### config.mk
export PLATFORM = sky130hd
export DESIGN_NAME = uart_cmd_dispatcher
export DESIGN_NICKNAME = d
export VERILOG_FILES = /design/src/rtl/uart_cmd_dispatcher.sv
export SDC_FILE = /design/constraint.sdc
export NUM_CORES = 1
export LEC_CHECK = 0
export ABC_CLOCK_PERIOD_IN_PS = 1800
export CAP_MARGIN = 5
export CORE_MARGIN = 2
export CORE_UTILIZATION = 31
export DETAILED_ROUTE_END_ITERATION = 8
export GPL_ROUTABILITY_DRIVEN = 0
export PLACE_DENSITY_LB_ADDON = 0.05
export SYNTH_ARGS = -nofsm -noshare
export SYNTH_HDL_FRONTEND = slang
export SYNTH_SLANG_ARGS = --single-unit
### constraint.sdc
create_clock -name clk -period 1.8 [get_ports clk]
set_input_delay 0.36 -clock clk [delete_from_list [all_inputs] [get_ports clk]]
set_output_delay 0.36 -clock clk [all_outputs]
set_load 0.005 [all_outputs]
### src/rtl/uart_cmd_dispatcher.sv
// Oversampled 8N1 UART receiver feeding a fixed-length packet dispatcher.
// The opcode byte selects which command bus carries the payload bytes.
module uart_cmd_dispatcher #(
    parameter int PKT_LEN    = 13,
    parameter int OVERSAMPLE = 16
) (
    input  logic       clk,
    input  logic       rst_n,
    input  logic       dcom,
    input  logic       tick_in,
    output logic [7:0] bus_create,
    output logic [7:0] bus_issue,
    output logic [7:0] bus_transfer,
    output logic [7:0] bus_refer,
    output logic       vld_create,
    output logic       vld_issue,
    output logic       vld_transfer,
    output logic       vld_refer,
    output logic [3:0] cmd_sel,
    output logic       pkt_done,
    output logic       bad_opcode,
    output logic       frame_err
);

    localparam int TW = $clog2(OVERSAMPLE);
    localparam int CW = $clog2(PKT_LEN);

    localparam logic [TW-1:0] T_MID  = TW'(OVERSAMPLE / 2 - 1);
    localparam logic [TW-1:0] T_LAST = TW'(OVERSAMPLE - 1);
    localparam logic [CW-1:0] C_LAST = CW'(PKT_LEN - 2);

    localparam logic [1:0] RX_IDLE  = 2'd0;
    localparam logic [1:0] RX_START = 2'd1;
    localparam logic [1:0] RX_DATA  = 2'd2;
    localparam logic [1:0] RX_STOP  = 2'd3;

    localparam logic [1:0] D_IDLE    = 2'd0;
    localparam logic [1:0] D_PAYLOAD = 2'd1;
    localparam logic [1:0] D_DONE    = 2'd2;

    logic          dcom_q1;
    logic          dcom_s;
    logic [1:0]    rx_state;
    logic [TW-1:0] tick_cnt;
    logic [2:0]    bit_cnt;
    logic [7:0]    rx_byte;
    logic          rx_valid;

    logic [1:0]    d_state;
    logic [CW-1:0] pay_cnt;
    logic [7:0]    data_q;
    logic          vld_q;

    // Synchroniser resets to the idle-high line level to avoid a false start.
    always_ff @(posedge clk or negedge rst_n) begin
        if (!rst_n) begin
            dcom_q1 <= 1'b1;
            dcom_s  <= 1'b1;
        end else begin
            dcom_q1 <= dcom;
            dcom_s  <= dcom_q1;
        end
    end

    always_ff @(posedge clk or negedge rst_n) begin
        if (!rst_n) begin
            rx_state  <= RX_IDLE;
            tick_cnt  <= '0;
            bit_cnt   <= '0;
            rx_byte   <= '0;
            rx_valid  <= 1'b0;
            frame_err <= 1'b0;
        end else begin
            rx_valid  <= 1'b0;
            frame_err <= 1'b0;
            if (tick_in) begin
                case (rx_state)
                    RX_IDLE: begin
                        if (!dcom_s) begin
                            rx_state <= RX_START;
                            tick_cnt <= '0;
                        end
                    end
                    RX_START: begin
                        if (tick_cnt == T_MID) begin
                            tick_cnt <= '0;
                            bit_cnt  <= '0;
                            rx_state <= dcom_s ? RX_IDLE : RX_DATA;
                        end else begin
                            tick_cnt <= tick_cnt + TW'(1);
                        end
                    end
                    RX_DATA: begin
                        if (tick_cnt == T_LAST) begin
                            tick_cnt <= '0;
                            rx_byte  <= {dcom_s, rx_byte[7:1]};
                            bit_cnt  <= bit_cnt + 3'd1;
                            if (bit_cnt == 3'd7)
                                rx_state <= RX_STOP;
                        end else begin
                            tick_cnt <= tick_cnt + TW'(1);
                        end
                    end
                    RX_STOP: begin
                        if (tick_cnt == T_LAST) begin
                            tick_cnt  <= '0;
                            rx_valid  <= dcom_s;
                            frame_err <= !dcom_s;
                            rx_state  <= RX_IDLE;
                        end else begin
                            tick_cnt <= tick_cnt + TW'(1);
                        end
                    end
                    default: rx_state <= RX_IDLE;
                endcase
            end
        end
    end

    always_ff @(posedge clk or negedge rst_n) begin
        if (!rst_n) begin
            d_state    <= D_IDLE;
            pay_cnt    <= '0;
            data_q     <= '0;
            cmd_sel    <= '0;
            vld_q      <= 1'b0;
            pkt_done   <= 1'b0;
            bad_opcode <= 1'b0;
        end else begin
            vld_q      <= 1'b0;
            pkt_done   <= 1'b0;
            bad_opcode <= 1'b0;
            case (d_state)
                D_IDLE: begin
                    if (rx_valid) begin
                        if (rx_byte <= 8'd3) begin
                            cmd_sel <= 4'(4'b0001 << rx_byte[1:0]);
                            pay_cnt <= '0;
                            d_state <= D_PAYLOAD;
                        end else begin
                            bad_opcode <= 1'b1;
                        end
                    end
                end
                D_PAYLOAD: begin
                    if (rx_valid) begin
                        data_q  <= rx_byte;
                        vld_q   <= 1'b1;
                        pay_cnt <= pay_cnt + CW'(1);
                        if (pay_cnt == C_LAST) begin
                            pkt_done <= 1'b1;
                            d_state  <= D_DONE;
                        end
                    end
                end
                D_DONE: begin
                    cmd_sel <= '0;
                    data_q  <= '0;
                    pay_cnt <= '0;
                    d_state <= D_IDLE;
                end
                default: d_state <= D_IDLE;
            endcase
        end
    end

    // Gating by cmd_sel keeps every non-selected bus and strobe at zero.
    assign bus_create   = data_q & {8{cmd_sel[0]}};
    assign bus_issue    = data_q & {8{cmd_sel[1]}};
    assign bus_transfer = data_q & {8{cmd_sel[2]}};
    assign bus_refer    = data_q & {8{cmd_sel[3]}};

    assign vld_create   = vld_q & cmd_sel[0];
    assign vld_issue    = vld_q & cmd_sel[1];
    assign vld_transfer = vld_q & cmd_sel[2];
    assign vld_refer    = vld_q & cmd_sel[3];

endmodule

# --- After elaboration in Yosys (flattened, before gate mapping) ---
# Cells that the tools add are included.
totals:
  word_cells: 104
  reg_bits: 42
  inputBits: 4
classes:
  bitwise: 8
  n_reduce_logical: 16
  magnitude_cmp: 1
  n_shift: 1
  muxes: 42
  eq_ne: 18
  add_sub_neg: 3
ops:
  columns: ["cell", "count"]
  rows:
  - ["8-bit AND", 4]
  - ["4-bit 2-to-1 mux", 8]
  - ["4-bit case mux with 3 select lines", 2]
  - ["2-bit 2-to-1 mux", 10]
  - ["2-bit != test, second input constant", 9]
  - ["8-bit case mux with 2 select lines", 1]
  - ["1-bit 2-to-1 mux", 14]
  - ["4-bit AND reduction", 3]
  - ["4-bit by 1-bit adder with 4-bit output, second input constant", 2]
  - ["4-bit equality test, second input constant", 2]
  - ["8-bit by 2-bit less-or-equal comparator with 1-bit output, second input constant", 1]
  - ["8-bit 2-to-1 mux", 1]
  - ["2-bit case mux with 4 select lines", 1]
  - ["4-bit case mux with 2 select lines", 1]
  - ["2-bit equality test, second input constant", 3]
  - ["3-bit 2-to-1 mux", 2]
  - ["3-bit case mux with 2 select lines", 1]
  - ["3-bit AND reduction", 2]
  - ["6-bit AND reduction", 1]
  - ["2-bit nonzero test", 3]
  - ["1-bit AND", 4]
  - ["2-bit by 1-bit equality test with 1-bit output, second input constant", 2]
  - ["4-bit by 3-bit equality test with 1-bit output, second input constant", 1]
  - ["2-bit logical NOT", 2]
  - ["other kinds (8)", 9]

# --- Depth between registers and ports, before layout ---
# Gate-level depths: netlist (run 1).
depth:
  ltp_word: 4
  ltp_mapped: 5
  mapped_depth_nobuf: 4

# --- Worst setup path before layout (run 1) ---
# No wires, ideal clock.
synth_timing:
  path_kind: "register to register"
  startpoint: "register rx_byte[3]"
  endpoint: "register pay_cnt[2]"
  required_time_ns: 1.676
  path_stages_with_launch: 4
  slack_ns: 0.135
  arrival_time_ns: 1.541
  setup_time_ns: 0.124
  synth_period_minus_slack_ns: 1.665
  path_cell_list: "dfrtp_1 > or4_4 > o31a_1 > a211o_1"
synth_via:
  elab_chain_len: 3
synth_rtl:
  columns: ["element", "line", "source"]
  rows:
  - ["from (decl)", "46", "logic [7:0] rx_byte;"]
  - ["from (signal assigned)", "96", "rx_byte <= {dcom_s, rx_byte[7:1]};"]
  - ["8-bit by 2-bit less-or-equal comparator with 1-bit output", "136", "if (rx_byte <= 8'd3) begin"]
  - ["2-bit != test (no source line)", null, null]
  - ["4-bit AND reduction (no source line)", null, null]
  - ["to (signal assigned)", "149", "pay_cnt <= pay_cnt + CW'(1);"]
  - ["to (decl)", "50", "logic [CW-1:0] pay_cnt;"]
# Every way passes these cells.
# A chain may end at the register's enable or synchronous reset.

# --- Final worst setup path (run 1) ---
layout_timing:
  startpoint: "register cmd_sel[3]"
  endpoint: "output bus_refer[1]"
layout_via:
  elab_chain_len: 1
layout_rtl:
  columns: ["element", "line", "source"]
  rows:
  - ["from (decl)", "19", "output logic [3:0] cmd_sel,"]
  - ["from (signal assigned)", "137", "cmd_sel <= 4'(4'b0001 << rx_byte[1:0]);"]
  - ["8-bit AND", "171", "assign bus_refer = data_q & {8{cmd_sel[3]}};"]
  - ["to (decl)", "14", "output logic [7:0] bus_refer,"]
# Every way passes these cells.

==> out/summary.log, run 1 <==
qor: status.outcome completed
qor: finish.postLayoutCellArea 0.003075 mm²
qor: clock_network.cts_htree_levels 2
qor: worst_setup_path.worstPathRequired 1440 ps
qor: global_routing.pin_count_of_the_biggest_net_entering_global_routing 43
qor: placed_design.post_dp_cell_area 0.002883 mm²
qor: worst_setup_path.setup.worst_path.end_class primary output
qor: detailed_routing.route.final.wire_length 5277 µm
qor: die.chipWidth 88.40 µm
qor: timing.final.period_utilization 0.9833
qor: detailed_routing.wirelength_met1 2346 µm
qor: finish.final_net_count 293
qor: synth.average_size_of_a_mapped_cell 9.993 µm²
qor: timing.maxSlewViolCount 0
qor: clock_network.cts_clock_pin_slew_for_the_worst_setup_and_hold_paths 80 ps
qor: synth.ys_ff_latch 42
qor: timing.fin_skew 9.243 ps
qor: detailed_routing.num_vias 1868
qor: synth.synth_warnings 0
qor: flow_run.max_cap_violations 0
qor: timing.setup_ws 30.00 ps
qor: finish.fillers 699
qor: die.chipHeight 88.40 µm
qor: detailed_routing.vias_per_cell 4.890
qor: die.start_util 0.3233
qor: global_routing.wire_length_of_the_first_global_routing_pass 8687 µm
qor: worst_setup_path.cpMaxStageDelayCell sky130_fd_sc_hd__clkdlybuf4s50_1
qor: worst_setup_path.criticalPathCategory reg2out
qor: timing.peak_freq 0.5650 GHz
qor: global_routing.first_global_vias 1751
qor: placed_design.io_buffers 46
qor: clock_network.clk_path_buf_depth 2
qor: detailed_routing.first_iter_violations 84
qor: synth.yosysUniqueCellTypes 41
qor: timing.max_slew.worst_pin.slew 571.9 ps
qor: finish.post-route-util 0.4502
qor: clock_network.cts.root.buffer_cell sky130_fd_sc_hd__clkbuf_8
qor: clock_network.sink_count_of_the_clock_tree 42
qor: global_routing.groute.usage.overall 0.1439
qor: worst_setup_path.arrival_time_reported_for_the_critical_path_endpoint 1410 ps
qor: pwr.ir_worst_vdd 0.5191 mV
qor: clock_network.cts_buffers 5
qor: global_routing.overflow_left_after_global_routing 0
qor: synth.yosysSeqAreaShare 0.4771
qor: timing.finalHoldViolCount 0
qor: worst_hold_path.timing.hold.worst.class in2async
qor: die.core_area 0.006832 mm²
qor: pwr.leakage 1.740 nW
qor: clock_network.tritoncts_clock_tree done
qor: worst_setup_path.critical_path_peak_fanout 5
qor: worst_setup_path.crit_path_max_incr_delay 440 ps
qor: detailed_routing.detail_route.wl_per_cell 13.81 µm
qor: detailed_routing.remaining_drc_errors 0
qor: worst_setup_path.cp-start-kind flop
qor: die.die_area 0.007815 mm²
qor: die.num_rows 30
qor: timing.setup_repair_after_global_routing_missed_its_margin yes
qor: timing.period_minus_slack 1770 ps
qor: finish.layout-drive-gt1-share 0.1818
qor: clock_network.clock_insertion_delay_worst_skew 300 ps
qor: placed_design.dp_hpwl 3727 µm
qor: synth.number_of_flops_mapped_to_enable_cells_by_yosys 0
qor: worst_setup_path.path_cells buf_4 > and2_1 > clkdlybuf4s50_1
qor: synth.synth.net_count 229
qor: pwr.power.density_cell_area 735.2 mW/mm²
qor: synth.post-synth-top-area-fraction 0.4533
qor: finish.synthToLayoutAreaGrowth 39.26%
qor: global_routing.grt_antenna_before_repair 0
qor: detailed_routing.routed-wl-met2 2516 µm
qor: detailed_routing.met3WireLength 312 µm
qor: synth.ys_dominant_reg_cell sky130_fd_sc_hd__dfrtp_1
qor: timing.timing.max_slew.rel_slack 0.6147
qor: detailed_routing.ant_nets 0
qor: die.design.portCount 47
qor: synth.ys_async_sr_fraction 1.000
qor: timing.setup_viol_count_final 0
qor: detailed_routing.top_layer met4
qor: synth.post_synth_inst_count 221
qor: finish.num_antenna_cells 0
qor: synth.post_synth_instance_area 0.002208 mm²
qor: synth.synth_area_leaders sky130_fd_sc_hd__dfrtp_1, sky130_fd_sc_hd__and2_1, sky130_fd_sc_hd__a22o_1
qor: placed_design.preCtsSetupSlack 34.67 ps
qor: synth.area_leader_netlist sky130_fd_sc_hd__dfrtp_1
qor: detailed_routing.firstDrtPassIters 4
[metrics by stage]
step | power (mW) | cells | hold WS [ps] | TNS, ps
global placement | 1.643 | 369 | 345.2 | 0
detailed placement | 1.636 | 369 | 347.0 | 0
finish | 2.261 | 382 | 128.6 | 0
floorplan | 1.456 | 221 | 64.41 | 0
CTS | 2.286 | 377 | 143.9 | 0
global route | 2.413 | 382 | 173.5 | -179.4
[worst paths after layout]
check                                             from                      to  slack [ps]  cells past startpoint
worst max-delay path            cmd_sel[3]$_DFFE_PN0P_            bus_refer[1]          30                      3
worst min-delay path                             rst_n  rx_byte[4]$_DFFE_PN0P_         130                      2
worst max register to register  rx_byte[3]$_DFFE_PN0P_  pay_cnt[3]$_DFFE_PN0P_          80                      3
worst min register to register       dcom_q1$_DFF_PN1_        dcom_s$_DFF_PN1_         360                      0
max in group asynchronous                        rst_n  cmd_sel[2]$_DFFE_PN0P_        1270                      2
min in group clk                     dcom_q1$_DFF_PN1_        dcom_s$_DFF_PN1_         360                      0
[worst max-delay path: cells and delay by family, from the launching register on]
family                 cells  cell delay (ps)
DFF                        1              400
buffers and inverters      2              590
and+or+nand+nor            1              130
[cell usage after synthesis (4+ instances only)]
library cell                n
sky130_fd_sc_hd__mux2_2     9
sky130_fd_sc_hd__inv_1      4
sky130_fd_sc_hd__dfrtp_1   40
sky130_fd_sc_hd__a22o_1    12
sky130_fd_sc_hd__nand2_1   22
sky130_fd_sc_hd__o311ai_0   4
sky130_fd_sc_hd__nor2_1     4
sky130_fd_sc_hd__a21oi_1    5
sky130_fd_sc_hd__nor3_1     4
sky130_fd_sc_hd__o21ai_0   16
sky130_fd_sc_hd__ha_1       4
sky130_fd_sc_hd__or2_2      4
sky130_fd_sc_hd__and2_1    36
sky130_fd_sc_hd__nand2b_1   5
sky130_fd_sc_hd__clkbuf_1  11
[report_power, final]
part	leakage (nW)	total [mW]	internal (mW)	switching, mW
Clock	0.0482	0.628	0.310	0.318
Combinational	1.13	0.518	0.257	0.262
Sequential	0.558	1.11	1.03	0.0872
Total	1.74	2.26	1.59	0.667
[area by class of cell]
class                      instances  area [µm²]  area share
clock buffer                       7       86.33     0.02807
clock inverter                     1       5.005    0.001627
inverter                           4       15.01    0.004882
multi-input combinational        164        1099      0.3572
sequential                        42        1060      0.3446
tap                               96       120.1     0.03906
timing repair buffer              68       690.7      0.2246
[flip-flops by register name, summed over array words and instances (netlist names), named ones only]
signal and cells:
pay_cnt 4, rx_byte 8, dcom_s 1, frame_err 1, bad_opcode 1, pkt_done 1
d_state 2, cmd_sel 4, rx_valid 1, bit_cnt 3, vld_q 1, tick_cnt 4
data_q 8, rx_state 1, dcom_q1 1
[routing by layer]
layer	GRT usage	vias up
met5	0	-
met4	0.05923	0
met3	0.03172	10
met2	0.2420	67
met1	0.1795	870
li1	-	921
[kinds of logic after synthesis]
kind of cell,Yosys count,synth area share
AND/OR/NAND/NOR,95,0.2459
AO/OA/AOI/OAI,53,0.1705
flip-flops,42,0.4771
buffers and inverters,15,0.02549
multiplexers,10,0.05043
adder cells (fa/ha/maj),4,0.02266
XOR/XNOR,2,0.007933
[cell usage in the layout (no fill, tap or decap), types with 2 or more instances in the layout]
cell type | synthesis | final
sky130_fd_sc_hd__nor3b_1 | 3 | 3
sky130_fd_sc_hd__nand3_1 | 3 | 3
sky130_fd_sc_hd__o21ai_0 | 16 | 16
sky130_fd_sc_hd__nor2_1 | 4 | 4
sky130_fd_sc_hd__and2_1 | 36 | 36
sky130_fd_sc_hd__a211oi_1 | 2 | 2
sky130_fd_sc_hd__mux2_2 | 9 | 9
sky130_fd_sc_hd__ha_1 | 4 | 4
sky130_fd_sc_hd__o31ai_1 | 2 | 2
sky130_fd_sc_hd__buf_4 | 0 | 21
sky130_fd_sc_hd__nand4_1 | 2 | 2
sky130_fd_sc_hd__nand3b_1 | 3 | 3
sky130_fd_sc_hd__dfrtp_1 | 40 | 35
sky130_fd_sc_hd__a211o_1 | 2 | 2
sky130_fd_sc_hd__nor3_1 | 4 | 4
sky130_fd_sc_hd__nand2_1 | 22 | 22
sky130_fd_sc_hd__or2_2 | 4 | 4
sky130_fd_sc_hd__a21oi_1 | 5 | 5
sky130_fd_sc_hd__a22o_1 | 12 | 12
sky130_fd_sc_hd__dfrtp_2 | 0 | 5
sky130_fd_sc_hd__o41ai_1 | 2 | 2
sky130_fd_sc_hd__and3_1 | 2 | 2
sky130_fd_sc_hd__dfstp_2 | 2 | 2
sky130_fd_sc_hd__clkbuf_8 | 0 | 6
sky130_fd_sc_hd__and4_1 | 3 | 3
sky130_fd_sc_hd__clkdlybuf4s50_1 | 0 | 22
sky130_fd_sc_hd__dlymetal6s2s_1 | 0 | 23
sky130_fd_sc_hd__nand2b_1 | 5 | 5
sky130_fd_sc_hd__inv_1 | 4 | 4
sky130_fd_sc_hd__o311ai_0 | 4 | 4
[what timing repair did]
action                     CTS  global route
hold buffers                 0             0
setup endpoints to repair   36            36
resized for setup            4            28
buffers inserted             0             5
pin swaps                    0             1
(Power assumes the default switching activity.)
==> run 2: changes to the inputs <==
Settings changed: CAP_MARGIN 5 to 10.
==> results of run 2 <==
No change in the layout: final DEF, timing and power equal those of run 1.
